$ cat config.mk
export PLATFORM = sky130hd
export DESIGN_NAME = uart_boot_loader
export DESIGN_NICKNAME = d
export VERILOG_FILES = /design/src/rtl/uart_boot_loader_pkg.sv /design/src/rtl/uart_boot_loader_rx.sv /design/src/rtl/uart_boot_loader.sv
export SDC_FILE = /design/constraint.sdc
export NUM_CORES = 1
export LEC_CHECK = 0
export ABC_AREA = 1
export CORE_MARGIN = 3
export CORE_UTILIZATION = 28
export CTS_CLUSTER_DIAMETER = 200
export CTS_CLUSTER_SIZE = 30
export DETAILED_ROUTE_END_ITERATION = 7
export HOLD_SLACK_MARGIN = 0.08
export PLACE_DENSITY_LB_ADDON = 0.15
export SETUP_SLACK_MARGIN = 0.05
export SLEW_MARGIN = 20
export SYNTH_ARGS = -nofsm -noshare
export SYNTH_HDL_FRONTEND = slang
export SYNTH_SLANG_ARGS = --single-unit
$ cat constraint.sdc
create_clock -name clk -period 1.7 [get_ports clk]
set_clock_uncertainty 0.05 [all_clocks]
set_input_delay 0.34 -clock clk [delete_from_list [all_inputs] [get_ports clk]]
set_output_delay 0.34 -clock clk [all_outputs]
set_load 0.02 [all_outputs]
$ cat src/rtl/uart_boot_loader_pkg.sv
// boot_pkg: shared state encodings and baud-rate helper for the UART boot loader.
package boot_pkg;
   typedef enum logic [2:0] {HDR, DATA, CSUM, DONE, ERR} loader_state_t;
   typedef enum logic [1:0] {IDLE, START, BITS, STOP} rx_state_t;

   function automatic int clks_per_bit(input int clk_freq, input int baud);
      return clk_freq / baud;
   endfunction
endpackage

$ cat src/rtl/uart_boot_loader_rx.sv
// uart_rx: 8N1 receiver with 2-FF synchronizer, glitch-rejecting start detect and centre sampling.
module uart_rx
   import boot_pkg::*;
#(
   parameter int CLKS_PER_BIT = 16
) (
   input  logic       clk,
   input  logic       rst,
   input  logic       i_rx,
   output logic       o_valid,
   output logic [7:0] o_data,
   output logic       o_ferr
);
   localparam int CW = $clog2(CLKS_PER_BIT) + 1;
   rx_state_t      r_state, w_state_nxt;
   logic [1:0]     r_sync;
   logic           r_prev;
   logic [CW-1:0]  r_cnt;
   logic [2:0]     r_bit;
   logic           w_rx, w_half, w_full;

   assign w_rx   = r_sync[1];
   assign w_half = r_cnt == CW'(CLKS_PER_BIT / 2 - 1);
   assign w_full = r_cnt == CW'(CLKS_PER_BIT - 1);

   always_comb begin
      w_state_nxt = r_state;
      case (r_state)
         IDLE:    w_state_nxt = (r_prev && !w_rx) ? START : IDLE;
         START:   w_state_nxt = !w_half ? START : w_rx ? IDLE : BITS;
         BITS:    w_state_nxt = (w_full && r_bit == 3'd7) ? STOP : BITS;
         STOP:    w_state_nxt = w_full ? IDLE : STOP;
         default: w_state_nxt = IDLE;
      endcase
   end

   always_ff @(posedge clk) begin
      if (!rst) begin
         r_state <= IDLE;
         r_sync  <= 2'b11;
         r_prev  <= 1'b1;
         r_cnt   <= '0;
         r_bit   <= '0;
         o_valid <= 1'b0;
         o_data  <= '0;
         o_ferr  <= 1'b0;
      end else begin
         r_state <= w_state_nxt;
         r_sync  <= {r_sync[0], i_rx};
         r_prev  <= w_rx;
         // timer restarts on every state change and at each data-bit centre
         r_cnt   <= (r_state == IDLE || w_state_nxt != r_state || (r_state == BITS && w_full)) ? '0 : r_cnt + 1'b1;
         if (r_state == BITS && w_full) begin
            o_data <= {w_rx, o_data[7:1]};
            r_bit  <= r_bit + 3'd1;
         end
         o_valid <= r_state == STOP && w_full;
         if (r_state == STOP && w_full) o_ferr <= !w_rx;
      end
   end
endmodule

$ cat src/rtl/uart_boot_loader.sv
// uart_boot_loader: receives a checksummed program image over UART, writes it to imem,
// and releases the core reset only once the whole image has been accepted.
module uart_boot_loader
   import boot_pkg::*;
#(
   parameter int CLK_FREQ   = 100000000,
   parameter int BAUD       = 115200,
   parameter int IMEM_WORDS = 1024,
   parameter int ADDR_W     = 10
) (
   input  logic              clk,
   input  logic              rst,
   input  logic              uart_rx,
   output logic              imem_we,
   output logic [ADDR_W-1:0] imem_addr,
   output logic [31:0]       imem_wdata,
   output logic              core_rst,
   output logic              load_done,
   output logic              load_error
);
   localparam int CPB = clks_per_bit(CLK_FREQ, BAUD);
   loader_state_t   r_state, w_state_nxt;
   logic [1:0]      r_byte_cnt;
   logic [7:0]      r_csum;
   logic [31:0]     r_n, r_word, w_n_nxt, w_word_nxt;
   logic [ADDR_W:0] r_word_idx;
   logic            r_we;
   logic            w_rx_valid, w_rx_ferr, w_acc, w_word_last;
   logic [7:0]      w_rx_data;

   uart_rx #(.CLKS_PER_BIT(CPB)) u_rx (
      .clk     (clk),
      .rst     (rst),
      .i_rx    (uart_rx),
      .o_valid (w_rx_valid),
      .o_data  (w_rx_data),
      .o_ferr  (w_rx_ferr)
   );

   assign imem_we    = r_we;
   assign core_rst   = r_state != DONE;
   assign load_done  = r_state == DONE;
   assign load_error = r_state == ERR;

   always_comb begin
      w_n_nxt     = {w_rx_data, r_n[31:8]};
      w_word_nxt  = {w_rx_data, r_word[31:8]};
      w_acc       = w_rx_valid && !w_rx_ferr && (r_state == HDR || r_state == DATA);
      w_word_last = w_acc && r_state == DATA && r_byte_cnt == 2'd3;
      w_state_nxt = r_state;
      if (w_rx_valid) begin
         case (r_state)
            HDR:     w_state_nxt = w_rx_ferr ? ERR : r_byte_cnt != 2'd3 ? HDR :
                                   w_n_nxt > 32'(IMEM_WORDS) ? ERR : w_n_nxt == '0 ? CSUM : DATA;
            DATA:    w_state_nxt = w_rx_ferr ? ERR :
                                   (w_word_last && 32'(r_word_idx) + 32'd1 == r_n) ? CSUM : DATA;
            CSUM:    w_state_nxt = (w_rx_ferr || w_rx_data != r_csum) ? ERR : DONE;
            default: w_state_nxt = r_state;
         endcase
      end
   end

   always_ff @(posedge clk) begin
      if (!rst) begin
         r_state    <= HDR;
         r_byte_cnt <= '0;
         r_csum     <= '0;
         r_n        <= '0;
         r_word     <= '0;
         r_word_idx <= '0;
         r_we       <= 1'b0;
         imem_addr  <= '0;
         imem_wdata <= '0;
      end else begin
         r_state <= w_state_nxt;
         r_we    <= w_word_last;
         if (w_acc) begin
            r_csum     <= r_csum ^ w_rx_data;
            r_byte_cnt <= r_byte_cnt + 2'd1;
         end
         if (w_acc && r_state == HDR) r_n <= w_n_nxt;
         if (w_acc && r_state == DATA) r_word <= w_word_nxt;
         if (w_word_last) begin
            imem_addr  <= r_word_idx[ADDR_W-1:0];
            imem_wdata <= w_word_nxt;
            r_word_idx <= r_word_idx + 1'b1;
         end
      end
   end
endmodule
Word-level counts from Yosys, hierarchy flattened. Cells that the tools add are included.

Bits of input ports: 3. Register bits: 160. Latch bits: 0. Logic and storage cells: 77. Memory bits (writable): 0. Memories kept: 0. Bits in read-only memories: 0.

Equal/unequal tests: 16. Magnitude comparators: 1. $mul: 0. $add $sub $neg: 5. Shift operators: 0. Reductions and logical operators: 22. Divide/modulo/power cells: 0. Bitwise operators: 2. Multiplexer cells: 14.

Operators with widths (number): $eq 12x32->1 (1); $gt 32x11->1 const B (1); $logic_not 32->1 (1); $add 11x1->11 const B (2); $mux 3 (5); $add 11x1->12 const B (1); $eq 11x10->1 const B (1); $eq 11x9->1 const B (1); $logic_and 1x1->1 (10); $mux 2 (5); $pmux 3 s3 (1); $ne 8x8->1 (1); $pmux 2 s4 (1); $xor 8x8->8 (1); $eq 2x2->1 const B (3); $eq 3x2->1 const B (2); $eq 3x3->1 const B (2); $logic_or 1x1->1 (4); $add 3x1->3 const B (1); $eq 3x1->1 const B (1); $logic_not 3->1 (1); $ne 3x2->1 const B (1); $reduce_bool 3->1 (1); $add 2x1->2 const B (1); 9 further kinds (11).

Longest topological paths before layout. Gate-level depths: netlist of run 1.

Depth after elaboration: 9. Gate-level depth with buffers: 14. Depth with buffers taken out: 14.

Hierarchy. A second synthesis of run 1 with hierarchy kept.

Cells, all modules: 851. Area total of the unflattened synthesis: 6348.6 um^2.

Modules (own cells, without submodules): uart_boot_loader (cells each 692, area an instance 5054.8 um^2, seq. area each 2462.4 um^2, instances 1); uart_rx (cells each 159, area an instance 1293.7 um^2, seq. area each 580.6 um^2, instances 1).

Worst setup path before layout of run 1. Ideal clock, no wire load.

Path type: register -> register. From: register r_word_idx[0]. To: register r_state[0]. Required time: 1518 ps. Clock period less this slack: 1741 ps. Stages on the path, launching flop included: 15. Setup slack: -41 ps. Data arrival time: 1559 ps. Cells stage by stage: dfxtp_1 -> ha_1 -> or2_2 -> nand2_1 -> nand2_1 -> nand2_1 -> nand2_1 -> nor2_1 -> nand2_1 -> nor2_1 -> nand3_1 -> nand2_1 -> nand2_1 -> nand2_1 -> a21oi_1.

Word-level cells in the longest chain between the ends: 6.

RTL lines: start, declared (line uart_boot_loader.sv:26) `logic [ADDR_W:0] r_word_idx;`; start signal, assigned (line uart_boot_loader.sv:86) `r_word_idx <= r_word_idx + 1'b1;`; $add 11x1->12 (line uart_boot_loader.sv:56) `(w_word_last && 32'(r_word_idx) + 32'd1 == r_n) ? CSUM : DATA;`; $eq 12x32->1 (line uart_boot_loader.sv:56); $logic_and 1x1->1 (line uart_boot_loader.sv:56); $mux 2 (line uart_boot_loader.sv:56); $mux 3 (line uart_boot_loader.sv:55) `DATA: w_state_nxt = w_rx_ferr ? ERR :`; $pmux 3 s3 (line uart_boot_loader.sv:52) `case (r_state)`; end signal, assigned (line uart_boot_loader.sv:75) `r_state <= w_state_nxt;`; end, declared (line uart_boot_loader.sv:22) `loader_state_t r_state, w_state_nxt;`.

Every way passes these cells. A chain may end at the register's enable or synchronous reset.

Final worst setup path of run 1.
From: register r_state[1]. To: register r_word[26].

Word-level cells in the longest chain between the ends: 4.

RTL lines: $eq 3x1->1 or $logic_not 3->1 (tied branches) (line uart_boot_loader.sv:48, uart_boot_loader.sv:82); $logic_or 1x1->1 (line uart_boot_loader.sv:48) `w_acc = w_rx_valid && !w_rx_ferr && (r_state == HDR || r_state == DATA);`; $logic_and 1x1->1 (line uart_boot_loader.sv:48); $logic_and 1x1->1 (*) (line uart_boot_loader.sv:82) `if (w_acc && r_state == DATA) r_word <= w_word_nxt;`; end signal, assigned (line uart_boot_loader.sv:82); end, declared (line uart_boot_loader.sv:25) `logic [31:0] r_n, r_word, w_n_nxt, w_word_nxt;`.

Every way passes the cells marked *; elsewhere a longest branch is shown, timed or not.

==> summary.md, run 1 <==
| Metric | Value |
|---|---|
| Setup slack of the critical path after layout | `-0.0896 ns` |
| Total placed cells including tap cells | `1,189` |
| Internal power | `5590 uW` |
| Antenna violations before repair | `0` |
| Reported net switching power | `1890 uW` |
| Leading area contributor after synthesis | `sky130_fd_sc_hd__dfxtp_1` |
| Total number of vias | `5,582` |
| Area of the die | `23,900 um^2` |
| Number of buffers inserted by port buffering | `48` |
| Compound-cell area share of the yosys netlist | `15.5%` |
| Later-pin clock latency in the skew report | `0.43 ns` |
| Required arrival time at the worst endpoint | `2.01 ns` |
| Relative max-transition margin | `77.0%` |
| Die Span Y | `155 um` |
| Final setup violation count | `44` |
| Top-level port count | `49` |
| Number of hold violations in the final report | `0` |
| Most frequent cell after synthesis | `sky130_fd_sc_hd__dfxtp_1` |
| Multiplexer area fraction after synthesis | `0%` |
| Post-synth EDFFs | `0` |
| Final-stage net count | `966` |
| Failing checks | `negative setup slack` |
| WL final | `16,600 um` |
| Main combinational cell family by area after synthesis | `simple AND/OR/NAND/NOR gates` |
| Global-route wire length before repair | `26,300 um` |
| Sequential fraction of the synthesis area | `49.2%` |
| Fraction of synthesized cell area taken by the top area cell type | `49.2%` |
| Synth Instances | `810` |
| Largest buffer count on any clock path | `2` |
| Worst reg2reg path endpoint | `r_word[26]` |
| Synthesized-area fraction occupied by and/or/nand/nor cells | `23.9%` |
| Result of the run | `finished, violations left` |
| Ratio of cells with drive above 1 in the final layout | `26.5%` |
| Critical path type | `reg -> reg` |
| Shortest period the worst path allows | `1.79 ns` |
| Clock power share | `50.6%` |
| Share of power burned in combinational logic | `1.7%` |
| Area share of fa/ha/maj cells after synthesis | `1.21%` |
| Number of iterations in the first detailed-routing pass | `5` |
| Crit path launch | `r_state[1]` |
| Maximum ir drop on the vdd rail | `0.000635 V` |
| Cell Rows | `53` |
| Length in cells of the worst reg-to-reg path | `11` |
| Net count after synthesis | `819` |
| Max Fanout on Critical Path | `6` |
| XOR/XNOR Fraction of Synth Area | `3.48%` |
| Post-synth top flop | `sky130_fd_sc_hd__dfxtp_1` |
| Root buffer cell | `sky130_fd_sc_hd__clkbuf_16` |
| Ranking of synthesized cells by instance count | `152 x sky130_fd_sc_hd__dfxtp_1, 126 x sky130_fd_sc_hd__nand2_1, 121 x sky130_fd_sc_hd__nor2_1, 99 x sky130_fd_sc_hd__o21ai_0, 68 x sky130_fd_sc_hd__a21oi_1` |
| Routed via count divided by cell count | `4.48` |
| GR Overflow Total | `0` |
| Number of distinct library cells after synthesis | `38` |
| Number of buffers created by CTS | `17` |
| Remaining antenna violation count after routing | `0` |
| Number of DRC violations after detailed-routing iteration 0 | `206` |
| Crit start category | `register` |
| Element type at the critical path end | `register` |
| FMAX | `559 MHz` |
| Routability congestion estimate | `0.747` |
| Area growth syn-to-layout | `44.5%` |
| Power Total | `7480 uW` |
| Syn Area/Cell | `7.64 um^2` |
| Final Cycle Share | `105%` |
| Measured slew at the worst slew-check pin | `0.343 ns` |
| Cell Area, Synth | `6190 um^2` |
| Area of the multi-input gates | `3050 um^2` |
| End of the critical path | `r_word[26]` |
| Number of max-cap violations | `0` |
| Worst hold path class | `in -> reg` |
| Register bit count reported by yosys | `152` |
| Floorplan die width | `155 um` |
| Sequential Area | `3060 um^2` |
| Pwr dens | `837 nW/um^2` |
| Fillcell total | `2,205` |
| Leakage Power | `0.00396 uW` |
| Count of antenna diodes in the layout | `0` |
| Final cell count without fillers | `1,245` |
| H-Tree Depth | `4` |
| Final Max Slew Viols | `0` |
| Placed wire-length estimate after detailed placement | `11,300 um` |
| Count of unresolved DRC violations after routing | `0` |
| Clock-pin slew reported for the worst setup and hold paths after clock tree synthesis | `0.07 ns` |
| Number of sinks driven by the clock tree | `152` |
| Core ar. | `21,400 um^2` |
| Arrival time at the worst endpoint | `2.10 ns` |
| Overall Global Routing Usage | `13.6%` |
| Largest net degree at the start of global routing | `31` |
| Setup repair after global routing missed its margin | `true` |
| TritonCTS clock tree | `done` |
| Vias in the first global route | `5,159` |
| Reg2reg setup slack | `-0.09 ns` |
| Number of warnings issued by yosys | `0` |
| Initial cell density of the core | `29.0%` |
| Fraction of power spent switching nets | `25.2%` |
| Leading cell types by total area after synthesis | `sky130_fd_sc_hd__dfxtp_1 49%, sky130_fd_sc_hd__o21ai_0 8.0%, sky130_fd_sc_hd__nand2_1 7.6%, sky130_fd_sc_hd__nor2_1 7.3%, sky130_fd_sc_hd__a21oi_1 5.5%` |
| Detail-routed net length per standard cell | `13.3 um` |
| Flop pwr share | `47.7%` |
| Share of synthesized flip-flops with an asynchronous set or reset | `0%` |
| Origin of the critical flop-to-flop path | `r_state[1]` |
[worst min-delay path by stage]
| stage | cells after the start | end | start |
|---|---|---|---|
| 6_report | 2 | u_rx.r_prev | rst |
| 4_1_cts | 2 | u_rx.r_prev | rst |
| 5_1_grt | 2 | u_rx.r_prev | rst |
| 3_3_place_gp | 1 | u_rx.r_sync[1] | u_rx.r_sync[0] |
| 2_1_floorplan | 1 | u_rx.r_sync[1] | u_rx.r_sync[0] |
| 3_5_place_dp | 1 | u_rx.r_sync[1] | u_rx.r_sync[0] |
[layout by cell type (no fill, tap or decap), types with 18 or more instances in the layout]
cell and count:
sky130_fd_sc_hd__dlygate4sd2_1 43, sky130_fd_sc_hd__o21ai_2 32, sky130_fd_sc_hd__inv_1 60, sky130_fd_sc_hd__nand2_1 119, sky130_fd_sc_hd__dfxtp_1 144, sky130_fd_sc_hd__o21ai_1 22, sky130_fd_sc_hd__o21ai_0 46, sky130_fd_sc_hd__a21oi_1 59
sky130_fd_sc_hd__buf_4 85, sky130_fd_sc_hd__nand3_1 52, sky130_fd_sc_hd__xor2_1 18, sky130_fd_sc_hd__clkbuf_16 23, sky130_fd_sc_hd__nor2_1 112
[kinds of logic (layout without fill, tap and decap cells)]
family          Yosys count  after routing
fa+ha+maj                 6              6
flops                   152            152
xor+xnor                 23             23
simple gates            337            337
buf+inv                 108            268
compound gates          184            184
[layer usage]
layer | part of all wire, % | vias to the layer above | track usage (%)
met3 | 2.9 | 15 | 3.55
li1 | - | 2954 | -
met5 | 0 | - | 0
met1 | 49 | 2554 | 18.6
met2 | 47 | 59 | 21.3
met4 | 0.98 | 0 | 3.53
[area by class of cell]
cell class / count / share of cell area, %
Sequential cell: 152 / 34.2
Clock buffer: 17 / 4.76
Multi-Input combinational cell: 550 / 34.2
Inverter: 70 / 3.22
Tap cell: 275 / 3.85
Timing Repair Buffer: 166 / 17.9
Clock inverter: 15 / 1.88
[power by group through the flow]
stage	registers (uW)	clock network, uW	logic [uW]
after floorplan	3650	0	71.0
after global placement	3650	0	120
after detailed placement	3650	0	117
after CTS	3560	3900	119
after global routing	3560	4040	145
final	3570	3790	130
[flip-flops by register name, summed over array words and instances, names as in the netlist]
| register | flops |
|---|---|
| imem_wdata | 32 |
| r_n | 32 |
| r_word | 24 |
| r_word_idx | 11 |
| u_rx.r_cnt | 11 |
| imem_addr | 10 |
| r_csum | 8 |
| u_rx.o_data | 8 |
| r_state | 3 |
| u_rx.r_bit | 3 |
| r_byte_cnt | 2 |
| u_rx.r_state | 2 |
| u_rx.r_sync | 2 |
| imem_we | 1 |
| u_rx.o_ferr | 1 |
| u_rx.o_valid | 1 |
| u_rx.r_prev | 1 |
[critical path, cell delays in order (launching register included)]
cell,delay [ns]
sky130_fd_sc_hd__dfxtp_4,0.36
sky130_fd_sc_hd__buf_6,0.12
sky130_fd_sc_hd__nor3_4,0.21
sky130_fd_sc_hd__nand2_4,0.12
sky130_fd_sc_hd__buf_6,0.14
sky130_fd_sc_hd__buf_6,0.10
sky130_fd_sc_hd__buf_6,0.12
sky130_fd_sc_hd__buf_12,0.13
sky130_fd_sc_hd__clkinv_8,0.06
sky130_fd_sc_hd__buf_8,0.11
sky130_fd_sc_hd__o21ai_1,0.07
sky130_fd_sc_hd__a21oi_1,0.14
[stage by stage]
step | utilization, % | TNS (ns) | hold slack, ns | setup WS, ns | cell area (um^2)
after floorplan | - | 0 | 0.343 | 0.0556 | 6210
after global placement | 35.7 | -2.32 | 0.347 | -0.208 | 7620
after detailed placement | 35.7 | -1.76 | 0.348 | -0.202 | 7620
after CTS | 38.6 | -0.472 | 0.173 | -0.133 | 8250
after global routing | 41.9 | -9.63 | 0.186 | -0.249 | 8940
final | 41.9 | -1.74 | 0.184 | -0.0896 | 8940
[what timing repair did]
action                     in CTS  in global routing
pin swaps                      12                 43
gates cloned                    0                  8
buffers inserted                2                 14
resized for setup              86                164
setup endpoints to repair      60                106
hold buffers                    0                  0
(Power assumes the default switching activity.)
==> inputs of run 2 (changes only) <==
Settings changed: CORE_UTILIZATION 28 to 30.
==> summary.md, run 2 (same netlist as run 1, synthesis figures left out) <==
| Metric | Value |
|---|---|
| Detail-routed net length per standard cell | `13.2 um (was 13.3 um)` |
| Crit path launch | `r_word_idx[1] (was r_state[1])` |
| Relative max-transition margin | `74.2% (was 77.0%)` |
| Shortest period the worst path allows | `1.76 ns (was 1.79 ns)` |
| Top-level port count | `49 (unchanged)` |
| Final Cycle Share | `104% (was 105%)` |
| H-Tree Depth | `4 (unchanged)` |
| Max Fanout on Critical Path | `5 (was 6)` |
| Clock-pin slew reported for the worst setup and hold paths after clock tree synthesis | `0.07 ns (about the same)` |
| Later-pin clock latency in the skew report | `0.43 ns (about the same)` |
| Origin of the critical flop-to-flop path | `r_word_idx[1] (was r_state[1])` |
| Failing checks | `negative setup slack (unchanged)` |
| Number of stages on the worst hold path | `3 (was 2)` |
| Design area | `8740 um^2 (was 8940 um^2)` |
| CP max stage cell | `sky130_fd_sc_hd__dfxtp_4 (unchanged)` |
| Antenna violations before repair | `0 (unchanged)` |
| Required arrival time at the worst endpoint | `1.97 ns (was 2.01 ns)` |
| Count of antenna diodes in the layout | `0 (unchanged)` |
| Vias in the first global route | `5,096 (was 5,159)` |
| Final-stage net count | `959 (was 966)` |
| Crit start category | `register (unchanged)` |
| Global-route wire length before repair | `25,700 um (was 26,300 um)` |
| Critical path depth | `14 (was 11)` |
| Routed via count divided by cell count | `4.50 (was 4.48)` |
| Cell Rows | `51 (was 53)` |
| Pwr dens | `853 nW/um^2 (was 837 nW/um^2)` |
| Number of iterations in the first detailed-routing pass | `5 (unchanged)` |
| Commonest cells after routing, fill and taps aside | `141 x sky130_fd_sc_hd__dfxtp_1, 114 x sky130_fd_sc_hd__nand2_1, 98 x sky130_fd_sc_hd__nor2_1 (was 144 x sky130_fd_sc_hd__dfxtp_1, 119 x sky130_fd_sc_hd__nand2_1, 112 x sky130_fd_sc_hd__nor2_1)` |
| WL final | `16,200 um (was 16,600 um)` |
| Routability congestion estimate | `0.763 (was 0.747)` |
| Number of hold violations in the final report | `0 (unchanged)` |
| Placed wire-length estimate after detailed placement | `10,700 um (was 11,300 um)` |
| Setup repair after global routing missed its margin | `true (unchanged)` |
| Worst hold path class | `in -> reg (unchanged)` |
| Most common cell after layout, fill and taps aside | `sky130_fd_sc_hd__dfxtp_1 (unchanged)` |
| Largest net degree at the start of global routing | `80 (was 31)` |
| TritonCTS clock tree | `done (unchanged)` |
| Standard cell area after detailed placement | `7600 um^2 (was 7620 um^2)` |
| Measured slew at the worst slew-check pin | `0.382 ns (was 0.343 ns)` |
| Arrival time at the worst endpoint | `2.03 ns (was 2.10 ns)` |
| Die Span Y | `150 um (was 155 um)` |
| Leakage Power | `0.00388 uW (was 0.00396 uW)` |
| Ratio of cells with drive above 1 in the final layout | `24.9% (was 26.5%)` |
| Maximum ir drop on the vdd rail | `0.000704 V (was 0.000635 V)` |
| Area growth syn-to-layout | `41.3% (was 44.5%)` |
| Total number of vias | `5,522 (was 5,582)` |
| Largest registers | `imem_wdata (32), r_n (32), r_word (24) (unchanged)` |
| Element type at the critical path end | `register (unchanged)` |
| Core ar. | `19,800 um^2 (was 21,400 um^2)` |
| Root buffer cell | `sky130_fd_sc_hd__clkbuf_16 (unchanged)` |
| Cell type group with the largest total delay on the critical path | `simple AND/OR/NAND/NOR gates (was buffers and inverters)` |
| Number of buffers inserted by port buffering | `48 (unchanged)` |
| Number of sinks driven by the clock tree | `152 (unchanged)` |
| Area of the die | `22,400 um^2 (was 23,900 um^2)` |
| Buffers & Inverters on Critical Path | `0 (was 7)` |
| GR Overflow Total | `0 (unchanged)` |
| Critical path type | `reg -> reg (unchanged)` |
| Worst path max stage delay | `0.36 ns (about the same)` |
| Setup slack of the critical path after layout | `-0.0607 ns (was -0.0896 ns)` |
| Startpoint of the worst hold path | `rst (unchanged)` |
| Number of buffers created by CTS | `17 (unchanged)` |
| Final Max Slew Viols | `0 (unchanged)` |
| Result of the run | `finished, violations left (unchanged)` |
| Initial cell density of the core | `31.2% (was 29.0%)` |
| Overall Global Routing Usage | `14.5% (was 13.6%)` |
| Number of DRC violations after detailed-routing iteration 0 | `275 (was 206)` |
| Finished Core Util | `44.1% (was 41.9%)` |
| Length in cells of the worst reg-to-reg path | `14 (was 11)` |
| Remaining antenna violation count after routing | `0 (unchanged)` |
| Count of unresolved DRC violations after routing | `0 (unchanged)` |
| Crit path top cell by count | `sky130_fd_sc_hd__nand2_1 (was sky130_fd_sc_hd__buf_6)` |
| Crit path cell chain | `ha_4 -> or2_4 -> nand2_2 -> nand2_1 -> nand2_1 -> nand2_1 -> nor2_1 -> nand2_1 -> nor2_2 -> nand3_2 -> nand2_2 -> nand2_1 -> nand2_2 -> a21oi_2 (was buf_6 -> nor3_4 -> nand2_4 -> buf_6 -> buf_6 -> buf_6 -> buf_12 -> clkinv_8 -> buf_8 -> o21ai_1 -> a21oi_1)` |
| FMAX | `568 MHz (was 559 MHz)` |
| Largest buffer count on any clock path | `2 (unchanged)` |
| Number of max-cap violations | `0 (unchanged)` |
| Floorplan die width | `150 um (was 155 um)` |
| Final setup violation count | `14 (was 44)` |
-- run 2: changes by cell type in the layout (fill, tap and decap cells not counted), moves of 5 or more --
cell,before,now
sky130_fd_sc_hd__nand2_2,6,11
sky130_fd_sc_hd__nor2_2,9,24
sky130_fd_sc_hd__buf_8,6,1
sky130_fd_sc_hd__nor2_1,112,98
sky130_fd_sc_hd__a21oi_2,9,3
sky130_fd_sc_hd__o21ai_1,22,15
sky130_fd_sc_hd__o21ai_2,32,2
sky130_fd_sc_hd__nand2_1,119,114
sky130_fd_sc_hd__a21oi_1,59,65
sky130_fd_sc_hd__o21ai_0,46,83
-- run 2: worst paths after layout --
path / to / slack [ns]
hold / removal: u_rx.r_bit[0] / 0.21
setup / recovery: r_state[0] / -0.06
setup reg to reg: r_state[0] / -0.06
hold reg to reg: u_rx.r_sync[1] / 0.36
-- run 2: timing repair --
item,CTS,global route
resized for setup,91,97
gates cloned,0,8
setup endpoints to repair,70,126
pin swaps,10,23
setup buffers,7,6
hold buffers,0,0
-- run 2: routing by layer --
metal  share of wire [%]  global-route usage (%)  vias to the layer above
li1                    -                       -                     2937
met1                  51                    20.2                     2511
met2                  44                    21.9                       64
met3                 3.3                    3.33                       10
met4                 1.1                    5.26                        0
met5                   0                       0                        -
-- run 2: through the flow --
step	setup TNS, ns	cells	setup slack (ns)	hold WS, ns	total power, uW
floorplan	0	810	0.0556	0.343	3720
detailed placement	-1.34	1176	-0.127	0.350	3770
global route	-3.07	1228	-0.234	0.234	7740
CTS	-0.317	1215	-0.123	0.193	7580
finish	-0.445	1228	-0.0607	0.209	7460
global placement	-1.73	1176	-0.127	0.348	3770
-- run 2: area by class of cell --
type,instances,area [um^2]
clock buffer,17,425
clock inverter,15,161
fill,2032,11100
inverter,70,273
multi-input combinational,550,3010
sequential,152,3070
tap,265,332
timing repair buffer,159,1470
-- run 2: worst reg2reg max path: stages (launching register included) --
cell and delay (ns):
sky130_fd_sc_hd__dfxtp_4 0.36, sky130_fd_sc_hd__ha_4 0.18, sky130_fd_sc_hd__or2_4 0.24, sky130_fd_sc_hd__nand2_2 0.07, sky130_fd_sc_hd__nand2_1 0.05, sky130_fd_sc_hd__nand2_1 0.05
sky130_fd_sc_hd__nand2_1 0.06, sky130_fd_sc_hd__nor2_1 0.08, sky130_fd_sc_hd__nand2_1 0.06, sky130_fd_sc_hd__nor2_2 0.09, sky130_fd_sc_hd__nand3_2 0.10, sky130_fd_sc_hd__nand2_2 0.08
sky130_fd_sc_hd__nand2_1 0.06, sky130_fd_sc_hd__nand2_2 0.06, sky130_fd_sc_hd__a21oi_2 0.05
-- run 2: power by group --
group          leakage, uW  total, uW  internal (uW)  switching [uW]
registers          0.00123       3560           3560            6.16
clock network     0.000289       3770           2080            1690
logic              0.00236        125           44.7            80.2
==> inputs of run 3 (changes only) <==
Settings changed: ABC_AREA 1 to default, CAP_MARGIN from default to 20, RECOVER_POWER from default to 50.
==> summary.md, run 3 <==
| Metric | Value |
|---|---|
| Result of the run | `finished, violations left (unchanged)` |
| Failing checks | `negative setup slack (unchanged)` |
| Root buffer cell | `sky130_fd_sc_hd__clkbuf_16 (unchanged)` |
| Required arrival time at the worst endpoint | `1.97 ns (about the same)` |
| H-Tree Depth | `4 (unchanged)` |
| Number of max-cap violations | `0 (unchanged)` |
| Finished Core Util | `49.3% (was 44.1%)` |
| Commonest cells after routing, fill and taps aside | `139 x sky130_fd_sc_hd__dfxtp_1, 134 x sky130_fd_sc_hd__nand2_1, 103 x sky130_fd_sc_hd__buf_4 (was 141 x sky130_fd_sc_hd__dfxtp_1, 114 x sky130_fd_sc_hd__nand2_1, 98 x sky130_fd_sc_hd__nor2_1)` |
| Top-level port count | `49 (unchanged)` |
| Relative max-transition margin | `80.6% (was 74.2%)` |
| Net count after synthesis | `793 (was 819)` |
| CP max stage cell | `sky130_fd_sc_hd__or4b_4 (was sky130_fd_sc_hd__dfxtp_4)` |
| Post-synth top flop | `sky130_fd_sc_hd__dfxtp_1 (unchanged)` |
| Ratio of cells with drive above 1 in the final layout | `42.2% (was 24.9%)` |
| FMAX | `504 MHz (was 568 MHz)` |
| Max Fanout on Critical Path | `5 (unchanged)` |
| TritonCTS clock tree | `done (unchanged)` |
| Setup slack of the critical path after layout | `-0.285 ns (was -0.0607 ns)` |
| Arrival time at the worst endpoint | `2.25 ns (was 2.03 ns)` |
| Setup repair after global routing missed its margin | `true (unchanged)` |
| Vias in the first global route | `5,424 (was 5,096)` |
| Final Cycle Share | `117% (was 104%)` |
| Most common cell after layout, fill and taps aside | `sky130_fd_sc_hd__dfxtp_1 (unchanged)` |
| Fraction of synthesized cell area taken by the top area cell type | `48.1% (was 49.2%)` |
| Maximum ir drop on the vdd rail | `0.000669 V (was 0.000704 V)` |
| Met3 GRT Util | `3.59% (was 3.33%)` |
| Crit path cell chain | `or4b_4 -> or4_4 -> nand2_1 -> mux2i_1 -> nand2_2 -> clkbuf_16 -> nor2_1 (was ha_4 -> or2_4 -> nand2_2 -> nand2_1 -> nand2_1 -> nand2_1 -> nor2_1 -> nand2_1 -> nor2_2 -> nand3_2 -> nand2_2 -> nand2_1 -> nand2_2 -> a21oi_2)` |
| Area growth syn-to-layout | `59.8% (was 41.3%)` |
| Flop pwr share | `47.2% (was 47.8%)` |
| Initial cell density of the core | `30.8% (was 31.2%)` |
| Design area | `10,100 um^2 (was 8740 um^2)` |
| Count of unresolved DRC violations after routing | `0 (unchanged)` |
| Cell Area, Synth | `6320 um^2 (was 6190 um^2)` |
| Total number of vias | `5,692 (was 5,522)` |
| Post-synth EDFFs | `0 (unchanged)` |
| Ranking of synthesized cells by instance count | `222 x sky130_fd_sc_hd__nand2_1, 152 x sky130_fd_sc_hd__dfxtp_1, 106 x sky130_fd_sc_hd__a21oi_1, 62 x sky130_fd_sc_hd__nor2_1, 39 x sky130_fd_sc_hd__clkbuf_1 (was 152 x sky130_fd_sc_hd__dfxtp_1, 126 x sky130_fd_sc_hd__nand2_1, 121 x sky130_fd_sc_hd__nor2_1, 99 x sky130_fd_sc_hd__o21ai_0, 68 x sky130_fd_sc_hd__a21oi_1)` |
| WL final | `18,200 um (was 16,200 um)` |
| Worst hold margin | `0.357 ns (was 0.209 ns)` |
| Number of buffers created by CTS | `17 (unchanged)` |
| Number of warnings issued by yosys | `0 (unchanged)` |
| Leading cell types by total area after synthesis | `sky130_fd_sc_hd__dfxtp_1 48%, sky130_fd_sc_hd__nand2_1 13%, sky130_fd_sc_hd__a21oi_1 8.4%, sky130_fd_sc_hd__xnor2_1 4.0%, sky130_fd_sc_hd__nor2_1 3.7% (was sky130_fd_sc_hd__dfxtp_1 49%, sky130_fd_sc_hd__o21ai_0 8.0%, sky130_fd_sc_hd__nand2_1 7.6%, sky130_fd_sc_hd__nor2_1 7.3%, sky130_fd_sc_hd__a21oi_1 5.5%)` |
| Final setup violation count | `129 (was 14)` |
| Floorplan die width | `151 um (was 150 um)` |
| Element type at the critical path end | `register (unchanged)` |
| Global-route wire length before repair | `27,300 um (was 25,700 um)` |
| Leading area contributor after synthesis | `sky130_fd_sc_hd__dfxtp_1 (unchanged)` |
| Critical path type | `reg -> reg (unchanged)` |
| Overall Global Routing Usage | `15.0% (was 14.5%)` |
| Later-pin clock latency in the skew report | `0.42 ns (was 0.43 ns)` |
| Number of DRC violations after detailed-routing iteration 0 | `192 (was 275)` |
| Cell Rows | `52 (was 51)` |
| Worst path max stage delay | `0.55 ns (was 0.36 ns)` |
| Number of distinct library cells after synthesis | `55 (was 38)` |
| Total placed cells including tap cells | `1,164 (was 1,176)` |
| Reg2reg setup slack | `-0.28 ns (was -0.06 ns)` |
| Largest buffer count on any clock path | `2 (unchanged)` |
| Number of iterations in the first detailed-routing pass | `4 (was 5)` |
| Leakage Power | `0.00474 uW (was 0.00388 uW)` |
| Internal power | `5850 uW (was 5680 uW)` |
| Number of sinks driven by the clock tree | `152 (unchanged)` |
| Remaining antenna violation count after routing | `0 (unchanged)` |
| Detail-routed net length per standard cell | `14.9 um (was 13.2 um)` |
| Met2 Usage GRT | `24.5% (was 21.9%)` |
| Routability congestion estimate | `0.790 (was 0.763)` |
| Power Total | `7560 uW (was 7460 uW)` |
| Sequential fraction of the synthesis area | `48.1% (was 49.2%)` |
| Core ar. | `20,500 um^2 (was 19,800 um^2)` |
| Largest registers | `imem_wdata (32), r_n (32), r_word (24) (unchanged)` |
| Final-stage net count | `947 (was 959)` |
| Synth Instances | `784 (was 810)` |
| Share of synthesized flip-flops with an asynchronous set or reset | `0% (unchanged)` |
| Final cell count without fillers | `1,221 (was 1,228)` |
| Fraction of power spent switching nets | `22.6% (was 23.8%)` |
| Shortest period the worst path allows | `1.98 ns (was 1.76 ns)` |
| Antenna violations before repair | `0 (unchanged)` |
| Measured slew at the worst slew-check pin | `0.289 ns (was 0.382 ns)` |
| Number of buffers inserted by port buffering | `48 (unchanged)` |
| Standard cell area after detailed placement | `7960 um^2 (was 7600 um^2)` |
| Clock-pin slew reported for the worst setup and hold paths after clock tree synthesis | `0.07 ns (about the same)` |
| Most used routing layer | `met2 (unchanged)` |
| Routed via count divided by cell count | `4.66 (was 4.50)` |
| Origin of the critical flop-to-flop path | `u_rx.r_cnt[10] (was r_word_idx[1])` |
| GR Overflow Total | `0 (unchanged)` |
| Die Span Y | `151 um (was 150 um)` |
| Number of hold violations in the final report | `0 (unchanged)` |
| Most frequent cell after synthesis | `sky130_fd_sc_hd__nand2_1 (was sky130_fd_sc_hd__dfxtp_1)` |
| Final Max Slew Viols | `0 (unchanged)` |
| Fillcell total | `1,956 (was 2,032)` |
| Crit path launch | `u_rx.r_cnt[10] (was r_word_idx[1])` |
| Placed wire-length estimate after detailed placement | `11,000 um (was 10,700 um)` |
| Clock power share | `51.1% (was 50.5%)` |
| Startpoint of the worst hold path | `u_rx.r_sync[0] (was rst)` |
| Crit start category | `register (unchanged)` |
| Count of antenna diodes in the layout | `0 (unchanged)` |
| Share of power burned in combinational logic | `1.7% (about the same)` |
| M1 GR Usage | `20.0% (was 20.2%)` |
| Largest net degree at the start of global routing | `42 (was 80)` |
| Syn Area/Cell | `8.06 um^2 (was 7.64 um^2)` |
| Pwr dens | `749 nW/um^2 (was 853 nW/um^2)` |
| Reported net switching power | `1710 uW (was 1780 uW)` |
| Area of the die | `22,800 um^2 (was 22,400 um^2)` |
| Register bit count reported by yosys | `152 (unchanged)` |
| Worst hold path class | `reg -> reg (was in -> reg)` |
run 3: cell count changes in the layout (fill, tap and decap cells not counted), moves of 12 or more:
cell	before	now
sky130_fd_sc_hd__a21oi_1	65	32
sky130_fd_sc_hd__a21oi_2	3	74
sky130_fd_sc_hd__buf_4	88	103
sky130_fd_sc_hd__inv_1	60	6
sky130_fd_sc_hd__mux2i_1	0	12
sky130_fd_sc_hd__nand2_1	114	134
sky130_fd_sc_hd__nand2_4	1	66
sky130_fd_sc_hd__nand3_1	53	15
sky130_fd_sc_hd__nor2_1	98	60
sky130_fd_sc_hd__nor2_2	24	1
sky130_fd_sc_hd__o21ai_0	83	3
sky130_fd_sc_hd__o21ai_1	15	1
sky130_fd_sc_hd__xnor2_1	4	25
run 3: path summary, 6_finish.rpt:
check | endpoint | depth (start not counted)
max | u_rx.r_cnt[10] | 7
min | u_rx.r_sync[1] | 1
max reg2reg | u_rx.r_cnt[10] | 7
min reg2reg | u_rx.r_sync[1] | 1
run 3: layer usage:
layer	up-vias	routed length, um
li1	2903	-
met1	2702	8590
met2	75	8830
met3	12	638
met4	0	129
met5	-	0
run 3: logic make-up (layout without fill, tap and decap cells):
logic type	Yosys count	after routing	share of synthesized area, %
muxes	12	12	1.90
and+or+nand+nor	361	361	25.2
xor gates and xnor gates	52	52	7.20
buffers and inverters	69	236	4.79
DFF	152	152	48.1
AOI/OAI and AO/OA	131	131	11.4
adders and majority gates	7	7	1.35
run 3: repair_timing:
| item | 4_1_cts | 5_1_grt |
|---|---|---|
| setup endpoints to repair | 113 | 137 |
| cloned | 2 | 11 |
| pin swaps | 15 | 135 |
| buffers inserted | 5 | 10 |
| hold buffers | 0 | 0 |
| resized for setup | 118 | 262 |
run 3: final cells by class:
cell class                 instances  area [um^2]  share of cell area (%)
inverter                           9         36.3                   0.359
clock inverter                    13          158                    1.56
timing repair buffer             195         2010                    19.9
tap                              270          338                    3.34
sequential                       152         3060                    30.3
clock buffer                      19          443                    4.39
multi-input combinational        563         4060                    40.2
run 3: power groups by stage:
| stage | logic, uW | registers (uW) | clock network (uW) |
|---|---|---|---|
| 2_1_floorplan | 56.9 | 3650 | 0 |
| 3_3_place_gp | 109 | 3650 | 0 |
| 3_5_place_dp | 108 | 3650 | 0 |
| 4_1_cts | 111 | 3570 | 3980 |
| 5_1_grt | 140 | 3560 | 4110 |
| 6_report | 131 | 3570 | 3860 |
run 3: critical path: cells and delay by family (launching register included):
kind,cells,cell delay [ns]
multiplexers,1,0.08
flip-flops,1,0.31
AND/OR/NAND/NOR,5,1.28
buffers and inverters,1,0.16
run 3: metrics by stage:
stage	setup TNS [ns]	worst slack, ns
final	-11.38	-0.285
after global routing	-21.95	-0.370
after CTS	-6.61	-0.275
after detailed placement	-7.33	-0.269
after global placement	-6.99	-0.247
after floorplan	-4.57	-0.220
